--- config.mk ---
export PLATFORM = sky130hd
export DESIGN_NAME = timed_cmd_scheduler
export DESIGN_NICKNAME = d
export VERILOG_FILES = /design/src/rtl/timed_cmd_scheduler.sv
export SDC_FILE = /design/constraint.sdc
export NUM_CORES = 1
export LEC_CHECK = 0
export CAP_MARGIN = 20
export CELL_PAD_IN_SITES_DETAIL_PLACEMENT = 1
export CELL_PAD_IN_SITES_GLOBAL_PLACEMENT = 2
export CORE_MARGIN = 2
export CORE_UTILIZATION = 29
export CTS_BUF_LIST = sky130_fd_sc_hd__clkbuf_16
export CTS_CLUSTER_SIZE = 30
export DETAILED_ROUTE_END_ITERATION = 7
export GPL_ROUTABILITY_DRIVEN = 0
export PLACE_DENSITY = 0.95
export SLEW_MARGIN = 5
export SYNTH_ARGS = -nofsm -noshare
export SYNTH_HDL_FRONTEND = slang
export SYNTH_SLANG_ARGS = --single-unit
--- constraint.sdc ---
create_clock -name clk -period 5.2 [get_ports clk]
set_clock_uncertainty 0.1 [all_clocks]
set_input_delay 0.52 -clock clk [delete_from_list [all_inputs] [get_ports clk]]
set_output_delay 0.52 -clock clk [all_outputs]
set_load 0.005 [all_outputs]
--- src/rtl/timed_cmd_scheduler.sv ---
// Timed command scheduler: pops timestamped commands, waits for the timer, then runs one bus cycle.
// Optional late-command dropping is enabled with `define TIMED_CMD_SCHED_LATE_DROP_EN.
module timed_cmd_scheduler #(
  parameter int TIME_W      = 32,
  parameter int ADDR_W      = 19,
  parameter int DATA_W      = 16,
  parameter int CMD_W       = TIME_W + 1 + ADDR_W + DATA_W,
  parameter int ACK_TIMEOUT = 255,
  parameter int CNT_W       = 16
`ifdef TIMED_CMD_SCHED_LATE_DROP_EN
  , parameter int LATE_SLACK = 16
`endif
) (
  input  logic              clk,
  input  logic              rst,
  input  logic              start,
  input  logic              stop,
  input  logic [TIME_W-1:0] current_time,
  output logic              reset_time,
  input  logic [CMD_W-1:0]  cmd_fifo_dout,
  input  logic              cmd_fifo_empty,
  input  logic              cmd_fifo_valid,
  output logic              cmd_fifo_rd_en,
  output logic [ADDR_W-1:0] cmd_bus_addr,
  output logic [DATA_W-1:0] cmd_bus_data,
  output logic              cmd_bus_en,
  output logic              cmd_bus_wr,
  output logic              cmd_bus_rd,
  input  logic              cmd_bus_ack,
  input  logic [DATA_W-1:0] cmd_bus_rdata,
  output logic [DATA_W-1:0] rdata,
  output logic              rdata_valid,
  output logic              busy,
  output logic [CNT_W-1:0]  timeout_cnt,
  output logic [CNT_W-1:0]  late_cnt
);

  localparam int TO_W = $clog2(ACK_TIMEOUT + 1);

  typedef enum logic [2:0] {
    S_IDLE,
    S_FETCH,
    S_LOAD,
    S_WAIT,
    S_ISSUE
  } state_t;

  state_t            state_q, state_d;
  logic [CMD_W-1:0]  cmd_q, cmd_d;
  logic              rd_en_q, rd_en_d;
  logic              reset_time_q, reset_time_d;
  logic [DATA_W-1:0] rdata_q, rdata_d;
  logic              rdata_valid_q, rdata_valid_d;
  logic              stop_pend_q, stop_pend_d;
  logic [TO_W-1:0]   to_cnt_q, to_cnt_d;
  logic [CNT_W-1:0]  timeout_cnt_q, timeout_cnt_d;

  logic [TIME_W-1:0] cmd_time;
  logic              cmd_op;
  logic [ADDR_W-1:0] cmd_addr;
  logic [DATA_W-1:0] cmd_data;
  logic              stop_any;
  logic              issue;

  assign cmd_time = cmd_q[CMD_W-1 -: TIME_W];
  assign cmd_op   = cmd_q[ADDR_W+DATA_W];
  assign cmd_addr = cmd_q[DATA_W +: ADDR_W];
  assign cmd_data = cmd_q[DATA_W-1:0];
  assign stop_any = stop | stop_pend_q;

`ifdef TIMED_CMD_SCHED_LATE_DROP_EN
  logic              first_wait_q, first_wait_d;
  logic [CNT_W-1:0]  late_cnt_q, late_cnt_d;
  logic [TIME_W-1:0] slack_diff;
  logic              is_late;

  assign slack_diff = current_time - cmd_time;
  assign is_late    = (current_time >= cmd_time) && (slack_diff > TIME_W'(LATE_SLACK));
`endif

  always_comb begin
    state_d       = state_q;
    cmd_d         = cmd_q;
    rd_en_d       = 1'b0;
    reset_time_d  = 1'b0;
    rdata_d       = rdata_q;
    rdata_valid_d = 1'b0;
    to_cnt_d      = '0;
    timeout_cnt_d = timeout_cnt_q;
    stop_pend_d   = stop_pend_q | (stop && (state_q != S_IDLE));
`ifdef TIMED_CMD_SCHED_LATE_DROP_EN
    late_cnt_d    = late_cnt_q;
`endif

    case (state_q)
      S_IDLE: begin
        if (!stop && start) begin
          reset_time_d = 1'b1;
          state_d      = S_FETCH;
        end
      end

      // A pop issued in this cycle must be followed through, even if stop arrives now.
      S_FETCH: begin
        if (rd_en_q) begin
          state_d = S_LOAD;
        end else if (stop_any) begin
          state_d = S_IDLE;
        end
      end

      S_LOAD: begin
        if (cmd_fifo_valid) begin
          cmd_d   = cmd_fifo_dout;
          state_d = S_WAIT;
        end
      end

      S_WAIT: begin
        if (stop_any) begin
          state_d = S_IDLE;
`ifdef TIMED_CMD_SCHED_LATE_DROP_EN
        end else if (first_wait_q && is_late) begin
          if (late_cnt_q != {CNT_W{1'b1}}) begin
            late_cnt_d = late_cnt_q + CNT_W'(1);
          end
          state_d = S_FETCH;
`endif
        end else if (current_time >= cmd_time) begin
          state_d = S_ISSUE;
        end
      end

      S_ISSUE: begin
        if (cmd_bus_ack) begin
          if (cmd_op) begin
            rdata_d       = cmd_bus_rdata;
            rdata_valid_d = 1'b1;
          end
          state_d = S_FETCH;
        end else if (to_cnt_q == TO_W'(ACK_TIMEOUT - 1)) begin
          if (timeout_cnt_q != {CNT_W{1'b1}}) begin
            timeout_cnt_d = timeout_cnt_q + CNT_W'(1);
          end
          state_d = S_FETCH;
        end else begin
          to_cnt_d = to_cnt_q + TO_W'(1);
        end
      end

      default: state_d = S_IDLE;
    endcase

    if (state_d == S_IDLE) begin
      stop_pend_d = 1'b0;
    end

    // The pop is decided one cycle ahead so rd_en comes straight from a register;
    // only this block pops the FIFO, so a non-empty sample cannot go stale.
    rd_en_d = (state_d == S_FETCH) && (state_q != S_FETCH || !rd_en_q) &&
              !cmd_fifo_empty && !stop && !stop_pend_q;
  end

`ifdef TIMED_CMD_SCHED_LATE_DROP_EN
  assign first_wait_d = (state_d == S_WAIT) && (state_q != S_WAIT);
`endif

  always_ff @(posedge clk or posedge rst) begin
    if (rst) begin
      state_q       <= S_IDLE;
      cmd_q         <= '0;
      rd_en_q       <= 1'b0;
      reset_time_q  <= 1'b0;
      rdata_q       <= '0;
      rdata_valid_q <= 1'b0;
      stop_pend_q   <= 1'b0;
      to_cnt_q      <= '0;
      timeout_cnt_q <= '0;
`ifdef TIMED_CMD_SCHED_LATE_DROP_EN
      first_wait_q  <= 1'b0;
      late_cnt_q    <= '0;
`endif
    end else begin
      state_q       <= state_d;
      cmd_q         <= cmd_d;
      rd_en_q       <= rd_en_d;
      reset_time_q  <= reset_time_d;
      rdata_q       <= rdata_d;
      rdata_valid_q <= rdata_valid_d;
      stop_pend_q   <= stop_pend_d;
      to_cnt_q      <= to_cnt_d;
      timeout_cnt_q <= timeout_cnt_d;
`ifdef TIMED_CMD_SCHED_LATE_DROP_EN
      first_wait_q  <= first_wait_d;
      late_cnt_q    <= late_cnt_d;
`endif
    end
  end

  assign issue          = (state_q == S_ISSUE);
  assign cmd_bus_en     = issue;
  assign cmd_bus_wr     = issue && !cmd_op;
  assign cmd_bus_rd     = issue && cmd_op;
  assign cmd_bus_addr   = issue ? cmd_addr : '0;
  assign cmd_bus_data   = issue ? cmd_data : '0;
  assign cmd_fifo_rd_en = rd_en_q;
  assign reset_time     = reset_time_q;
  assign rdata          = rdata_q;
  assign rdata_valid    = rdata_valid_q;
  assign busy           = (state_q != S_IDLE);
  assign timeout_cnt    = timeout_cnt_q;
`ifdef TIMED_CMD_SCHED_LATE_DROP_EN
  assign late_cnt       = late_cnt_q;
`else
  assign late_cnt       = '0;
`endif

endmodule

# Word-level counts from Yosys, hierarchy flattened
# Index checks and enable logic that the tools add are counted.
totals:
  input_bits: 123
  out_inout_bits: 90
  regBits: 115
op_classes:
  order_cmp: 1
  n_eq_ne: 8
  n_reduce_logical: 20
  bitwise: 3
  muxes: 20
  addsub: 2
op_table:
  columns: ["cell", "n"]
  rows:
  - ["$ge A32 B32 Y1", 1]
  - ["$mux W3", 8]
  - ["$mux W8", 3]
  - ["$mux W19", 1]
  - ["$add A16 B1 Y16 const B", 1]
  - ["$mux W16", 1]
  - ["$ne A16 B16 Y1 const B", 1]
  - ["$pmux W3 S5", 1]
  - ["$add A8 B1 Y8 const B", 1]
  - ["$eq A8 B8 Y1 const B", 1]
  - ["$logic_and A1 B1 Y1", 8]
  - ["$eq A3 B1 Y1 const B", 2]
  - ["$eq A3 B2 Y1 const B", 2]
  - ["$logic_not A3 Y1", 2]
  - ["$mux W1", 6]
  - ["$logic_not A1 Y1", 5]
  - ["$reduce_and A4 Y1", 1]
  - ["$eq A3 B3 Y1 const B", 1]
  - ["$ne A3 B1 Y1 const B", 1]
  - ["$reduce_and A3 Y1", 1]
  - ["$reduce_bool A3 Y1", 1]
  - ["$or A1 B1 Y1", 2]
  - ["$reduce_and A2 Y1", 1]
  - ["$logic_or A1 B1 Y1", 1]
  - ["$not A1 Y1", 1]

# Depth between registers and ports, before layout
# Gate-level depths: netlist of run 1.
depth:
  ltp_word: 9
  mapped_depth: 8

# Least setup slack after synthesis of run 1
# Ideal clock, no wire load.
synth_path:
  kind: "in2reg"
  start: "in current_time[2]"
  end: "reg state_q[2]"
  required_ns: 4.962
  path_stages: 7
  path_slack_ns: 3.070
  t_arrival_ns: 1.892
  n_path_buf: 0
  path_cell_list: "ha_1 a211o_1 a31oi_1 o221ai_1 a211o_1 a31oi_1 o21ai_0"
synth_between:
  elab_chain_cells: 4
synth_rtl:
  columns: ["item", "line", "source"]
  rows:
  - ["start, declared", "18", "input logic [TIME_W-1:0] current_time,"]
  - ["$ge A32 B32 Y1", "129", "end else if (current_time >= cmd_time) begin"]
  - ["$mux W3", "129", null]
  - ["$mux W3", "120", "if (stop_any) begin"]
  - ["$pmux W3 S5", "95", "case (state_q)"]
  - ["net state_d[2]", "48", "state_t state_q, state_d;"]
  - ["end signal, assigned", "184", "state_q <= state_d;"]
  - ["end, declared", "48", null]
# The timed path passes the listed nets, and every way through them passes these cells.
# A chain may end at the register's enable or synchronous reset.

# Worst setup path in the final report of run 1
layout_path:
  start: "reg state_q[0]"
  end: "out cmd_bus_rd"
layout_between:
  elab_chain_cells: 2
layout_rtl:
  columns: ["item", "line", "source"]
  rows:
  - ["$eq A3 B3 Y1", "200", "assign issue = (state_q == S_ISSUE);"]
  - ["$logic_and A1 B1 Y1", "203", "assign cmd_bus_rd = issue && cmd_op;"]
  - ["end, declared", "28", "output logic cmd_bus_rd,"]
# No other way between the ends.

==> results.py, run 1 <==
metrics = {
    "run_status": {
        "outcome": "finished, final reports clean",
    },
    "route": {
        "vias": 4566,
        "drtAntennaViolNets": 0,
        "first_pass_iters": 6,
        "drt_iter0_drc": 114,
        "routed_wl_um": 16500,
        "drcViolationCount": 0,
        "avgRoutedWirePerCell_um": 16.7,
        "viasPerCell": 4.60,
    },
    "yosys": {
        "synth_flop_cell": "dfrtp_1",
        "synthArstFlopShare_pct": 100,
        "netlist_area_um2": 5640,
        "synth_edf_count": 0,
        "ys_seq_area_share_pct": 51.0,
        "synthCells": 520,
        "postSynthAreaPerCell_um2": 10.8,
        "ys_types": 41,
        "ys_seq_elements": 115,
        "yosys_warnings": 0,
    },
    "clocking": {
        "cts_tree": "done",
        "clkLatencyLatePin_ns": 0.41,
        "cts_max_path_buffers": 2,
        "cts_htree_levels": 4,
        "root_buffer": "clkbuf_16",
        "cts_inserted_buffers": 17,
        "ctsHoldBuffers": 0,
        "post-cts-setup-buffers": 0,
        "clock-sinks": 115,
        "cts.clk_slew.worst_paths_ns": 0.06,
        "cts_resized": 0,
    },
    "timing": {
        "fin_crit_ns": 3.04,
        "setup_slack_ns": 2.16,
        "tightest_slew_ns": 0.771,
        "setup_viol": 0,
        "rsz0062_at_grt": "false",
        "holdWs_ns": 0.335,
        "timing.slew.headroom_pct": 48.5,
        "tns_ns": 0,
        "hold_viol_final": 0,
        "fin_crit_sh_pct": 58.5,
        "timing.fmax_mhz": 329,
        "drv_slew": 0,
    },
    "worst_setup_path": {
        "critical_path_class": "reg -> out",
        "crit_path_max_incr_delay_ns": 0.64,
        "worstSetupStartpointType": "flip-flop",
        "required_ns": 4.58,
        "r2r_end": "timeout_cnt[11]$_DFFE_PP0P_",
        "regToRegSetupSlack_ns": 2.51,
        "r2r_start": "state_q[0]$_DFF_PP0_",
        "worstPathCellList": "nor2_4 > and3_1 > clkdlybuf4s50_1",
        "path_max_fanout": 37,
        "critPathArrivalTime_ns": 2.42,
        "crit_family": "simple AND/OR/NAND/NOR gates",
        "reg2reg_depth": 6,
        "cp.buffers_inverters": 1,
        "critPathCaptureType": "output port",
        "slowest_stage": "nor2_4",
        "cp-startpoint": "state_q[0]$_DFF_PP0_",
    },
    "global_routing": {
        "grt_overflow": 0,
        "grt_pass1_vias": 4849,
        "grt_usage_pct": 16.2,
        "antenna_found_initial": 0,
        "grt_pass1_wl_um": 25700,
        "grt_max_degree": 96,
    },
    "final_layout": {
        "final_cell_count_no_fill": 992,
        "finalNetCount": 876,
        "mostFrequentLayoutCell": "clkdlybuf4s50_1",
        "drive_above_1_share_pct": 13.3,
        "syn2layout_area_growth_pct": 50.8,
        "finish.instance_area_um2": 8500,
        "final_cell_mix": "clkdlybuf4s50_1 (196), dfrtp_1 (115), mux2_2 (55), nand2_1 (50), inv_1 (38)",
    },
    "place": {
        "io_buffers": 196,
        "dp.cells": 958,
        "dp_hpwl_um": 12000,
        "placed_cell_area_um2": 7830,
        "dpl_worst_slack_ns": 2.32,
    },
    "power_and_ir_drop": {
        "cellPowerDensity_nw_per_um2": 415,
        "comb_power_share_pct": 26.6,
        "pwr-share-seq_pct": 37.1,
        "peakVddDrop_uv": 252,
        "power.switching_mw": 1.02,
        "p_leak_nw": 3.83,
        "cellInternalPower_mw": 2.51,
        "clockPowerShare_pct": 36.3,
        "swShare_pct": 29.0,
    },
    "die": {
        "io_pins": 213,
        "die_w_um": 143,
        "initial_core_util_pct": 29.8,
        "fp.dieArea_um2": 20600,
        "die_height_um": 143,
        "core_area_um2": 18900,
        "rows": 50,
    },
    "run": {
        "maxCapViolations": 0,
    },
    "worst_hold_path": {
        "hp-class": "in -> async",
    },
}
[worst register-to-register path, stage by stage, from the launching register on]
cell	delay [ns]
dfrtp_1	0.50
nor2_4	0.64
nand2_2	0.15
or3_4	0.43
nor3_2	0.43
nand4_1	0.17
xnor2_1	0.15
[worst max path at each step]
stage	slack (ns)	cells after the start	end
detailed placement	2.32	8	state_q[2]$_DFF_PP0_
finish	2.16	3	cmd_bus_rd
CTS	2.10	3	cmd_bus_rd
global placement	2.35	8	state_q[2]$_DFF_PP0_
global route	2.00	3	cmd_bus_rd
floorplan	1.54	1	cmd_fifo_rd_en$_DFF_PP0_
[stage by stage]
step	total power [mW]	util [%]
finish	3.53	45.0
detailed placement	2.27	41.5
global route	3.77	45.0
CTS	3.59	44.8
global placement	2.22	41.5
floorplan	1.91	-
[cells by family after synthesis]
group | share of synthesized area [%]
fa+ha+maj | 7.77
mux | 11.2
buf+inv | 6.10
simple gates | 14.4
compound gates | 6.24
xor+xnor | 3.26
other cells | 0.0665
flops | 51.0
[registers in the layout (all words and copies together) (netlist names)]
register and flops:
cmd_q 68, timeout_cnt 16, stop_pend_q 1, rdata 16
rdata_valid 1, state_q 3, cmd_fifo_rd_en 1, to_cnt_q 8
reset_time 1
[synthesized netlist by cell type (2+ instances only)]
cell type | instances | area, um2
xnor2_1 | 13 | 114
o21ai_0 | 36 | 180
buf_1 | 4 | 15.0
or3_4 | 2 | 22.5
nand4_1 | 12 | 75.1
a31oi_1 | 2 | 12.5
a211o_1 | 2 | 17.5
or3_1 | 2 | 12.5
dfrtp_1 | 115 | 2880
buf_2 | 2 | 10.0
a21o_1 | 3 | 22.5
xor2_1 | 8 | 70.1
and3_1 | 37 | 231
nand2_1 | 50 | 188
ha_1 | 35 | 438
mux2_2 | 55 | 619
nor4_1 | 3 | 18.8
clkbuf_1 | 13 | 48.8
nor3_2 | 2 | 20.0
buf_4 | 17 | 128
and4_1 | 3 | 26.3
nor3_1 | 6 | 30.0
nand3_1 | 9 | 45.0
a21oi_1 | 15 | 75.1
nor2_1 | 21 | 78.8
inv_1 | 38 | 143
[per-layer routing]
metal | part of all wire (%) | up-vias | global-route usage, % | wire, um
met3 | 4.4 | 18 | 3.37 | 732
li1 | - | 2163 | - | -
met1 | 41 | 2266 | 18.7 | 6740
met5 | 0 | - | 0 | 0
met4 | 1.5 | 0 | 5.83 | 252
met2 | 53 | 119 | 29.6 | 8820
[power by group through the flow]
stage | sequential [mW] | combinational (mW) | clock, mW
final | 1.31 | 0.939 | 1.28
after global routing | 1.35 | 1.07 | 1.35
after detailed placement | 1.33 | 0.943 | 0
after global placement | 1.31 | 0.906 | 0
after floorplan | 1.28 | 0.623 | 0
after CTS | 1.32 | 0.960 | 1.32
[layout make-up]
cell class / count / area [um2]
clock inverter: 15 / 215
multi-input combinational: 346 / 2490
timing repair buffer: 200 / 2020
clock buffer: 17 / 425
fill: 2082 / 10400
tap: 260 / 325
sequential: 115 / 2880
inverter: 38 / 145
antenna: 1 / 2.50
Power figures use the tool's default switching activity.
==> inputs of run 2 (changes only) <==
--- a/config.mk
+++ b/config.mk
@@ -9,12 +9,12 @@
 export CELL_PAD_IN_SITES_DETAIL_PLACEMENT = 1
 export CELL_PAD_IN_SITES_GLOBAL_PLACEMENT = 2
 export CORE_MARGIN = 2
-export CORE_UTILIZATION = 29
+export CORE_UTILIZATION = 24
 export CTS_BUF_LIST = sky130_fd_sc_hd__clkbuf_16
 export CTS_CLUSTER_SIZE = 30
 export DETAILED_ROUTE_END_ITERATION = 7
 export GPL_ROUTABILITY_DRIVEN = 0
-export PLACE_DENSITY = 0.95
+export PLACE_DENSITY = 0.86
 export SLEW_MARGIN = 5
 export SYNTH_ARGS = -nofsm -noshare
 export SYNTH_HDL_FRONTEND = slang
==> constraint.sdc (replaced) <==
create_clock -name clk -period 2.5 [get_ports clk]
set_clock_uncertainty 0.1 [all_clocks]
set_input_delay 0.25 -clock clk [delete_from_list [all_inputs] [get_ports clk]]
set_output_delay 0.25 -clock clk [all_outputs]
set_load 0.005 [all_outputs]
==> run 2 against run 1 <==
Core utilization decreased by 8.1 points. Worst setup slack got worse by 2.0 ns. Global-route usage is 3.1 points lower. Largest cell class unchanged. Worst hold slack lost 0.043 ns. Highest routed layer unchanged. Critical path type unchanged. Count of clock-buffer cells in the layout unchanged.
==> results.py, run 2 (synthesis results as in run 1) <==
metrics = {
    "route": {
        "drcViolationCount": 0,
        "first_pass_iters": 4,
        "viasPerCell": 4.29,
        "drt_iter0_drc": 145,
        "vias": 4530,
        "avgRoutedWirePerCell_um": 15.2,
        "drtAntennaViolNets": 0,
        "routed_wl_um": 16100,
    },
    "global_routing": {
        "grt_overflow": 0,
        "grt_pass1_vias": 4819,
        "antenna_found_initial": 0,
        "grt_pass1_wl_um": 25000,
        "grt_usage_pct": 13.1,
        "grt_max_degree": 116,
    },
    "worst_setup_path": {
        "worstPathCellList": "nor2_4 > buf_12 > and3_1 > clkdlybuf4s50_1",
        "critPathCaptureType": "output port",
        "critical_path_class": "reg -> out",
        "crit_path_max_incr_delay_ns": 0.52,
        "critPathArrivalTime_ns": 2.02,
        "required_ns": 2.15,
        "crit_family": "buffers and inverters",
        "worstSetupStartpointType": "flip-flop",
        "path_max_fanout": 36,
        "slowest_stage": "clkdlybuf4s50_1",
        "cp.buffers_inverters": 2,
    },
    "final_layout": {
        "largest_reg_flops": 68,
        "postLayoutCoreUtil_pct": 36.9,
        "final_cell_count_no_fill": 1057,
        "finalNetCount": 883,
        "regMostFlops": "cmd_q",
        "syn2layout_area_growth_pct": 52.2,
        "antennaDiodeCount": 0,
        "drive_above_1_share_pct": 14.4,
        "n_fill_cell": 2580,
        "mostFrequentLayoutCell": "clkdlybuf4s50_1",
        "finish.instance_area_um2": 8580,
        "final_cell_mix": "clkdlybuf4s50_1 (196), dfrtp_1 (113), mux2_2 (55), nand2_1 (50)",
    },
    "place": {
        "dp.cells": 1025,
        "placed_cell_area_um2": 7980,
        "io_buffers": 196,
        "dp_hpwl_um": 11700,
    },
    "clocking": {
        "cts_max_path_buffers": 2,
        "root_buffer": "clkbuf_16",
        "cts.clk_slew.worst_paths_ns": 0.06,
        "clkLatencyLatePin_ns": 0.41,
        "post-cts-setup-buffers": 0,
        "clock-sinks": 115,
        "cts_tree": "done",
        "cts_htree_levels": 4,
        "cts_inserted_buffers": 17,
    },
    "power_and_ir_drop": {
        "pwr-share-seq_pct": 38.1,
        "comb_power_share_pct": 28.3,
        "swShare_pct": 30.0,
        "peakVddDrop_uv": 372,
        "cellInternalPower_mw": 4.99,
        "cellPowerDensity_nw_per_um2": 832,
        "clockPowerShare_pct": 33.6,
        "p_leak_nw": 3.82,
        "power.switching_mw": 2.14,
    },
    "die": {
        "rows": 56,
        "initial_core_util_pct": 24.2,
        "io_pins": 213,
        "die_height_um": 157,
        "die_w_um": 157,
        "fp.dieArea_um2": 24700,
        "core_area_um2": 23300,
    },
    "worst_hold_path": {
        "hp-class": "in -> async",
    },
    "timing": {
        "holdWs_ns": 0.292,
        "setup_viol": 0,
        "drv_slew": 0,
        "tns_ns": 0,
        "fin_crit_ns": 2.37,
        "timing.fmax_mhz": 423,
        "timing.slew.headroom_pct": 57.5,
        "hold_viol_final": 0,
        "rsz0062_at_grt": "false",
        "tightest_slew_ns": 0.638,
        "fin_crit_sh_pct": 94.7,
    },
    "run": {
        "maxCapViolations": 0,
    },
    "run_status": {
        "outcome": "finished, final reports clean",
    },
}
## run 2: repair_timing
| action | 4_1_cts | 5_1_grt |
|---|---|---|
| hold buffers | 0 | 0 |
| setup endpoints to repair | 20 | 4 |
| gates resized for setup | 2 | 3 |
| gates cloned | 0 | 0 |
## run 2: metal layers
metal	part of all wire, %	vias up	track usage [%]
li1	-	2176	-
met3	4.3	31	2.89
met5	0	-	0
met4	3.4	0	6.88
met1	41	2190	15.2
met2	51	133	22.7
## run 2: path summary, 6_finish.rpt
kind                       depth (start not counted)                          to                  startpoint  slack (ns)
min in group clk                                   3       cmd_q[41]$_DFFE_PP0P_           cmd_fifo_dout[41]        0.30
max                                                4                  cmd_bus_rd        state_q[1]$_DFF_PP0_        0.13
min reg2reg                                        1  timeout_cnt[9]$_DFFE_PP0P_  timeout_cnt[9]$_DFFE_PP0P_        0.39
min                                                3        cmd_q[7]$_DFFE_PP0P_                         rst        0.29
max in group asynchronous                          3        state_q[2]$_DFF_PP0_                         rst        1.50
max reg2reg                                        9        state_q[2]$_DFF_PP0_       cmd_q[38]$_DFFE_PP0P_        0.22
## run 2: final cells by class
type	instances	area, um2	share of cell area [%]
Clock buffer	17	425	4.96
Clock inverter	15	158	1.84
Inverter	38	146	1.71
Multi-Input combinational cell	346	2490	29.0
Sequential cell	115	2880	33.6
Tap cell	319	399	4.65
Timing Repair Buffer	207	2080	24.3
## run 2: through the flow
step / worst slack, ns / power (mW)
after floorplan: 0.535 / 3.97
after global placement: -0.0451 / 4.69
after detailed placement: -0.0901 / 4.79
after CTS: 0.00331 / 7.28
after global routing: 0.0203 / 7.70
final: 0.133 / 7.14
## run 2: power groups by stage
stage / logic (mW) / registers [mW] / clock network [mW]
floorplan: 1.30 / 2.67 / 0
global placement: 1.96 / 2.72 / 0
detailed placement: 2.03 / 2.76 / 0
CTS: 2.06 / 2.73 / 2.49
global route: 2.32 / 2.81 / 2.58
finish: 2.02 / 2.72 / 2.40
## run 2: worst reg2reg max path, stage by stage (launching register included)
cell and delay, ns:
dfrtp_1 0.37, inv_1 0.08, ha_1 0.24, a211o_1 0.29, a31oi_1 0.22, o221ai_1 0.16
a211o_1 0.30, a31oi_1 0.17, buf_4 0.14, o21ai_0 0.06
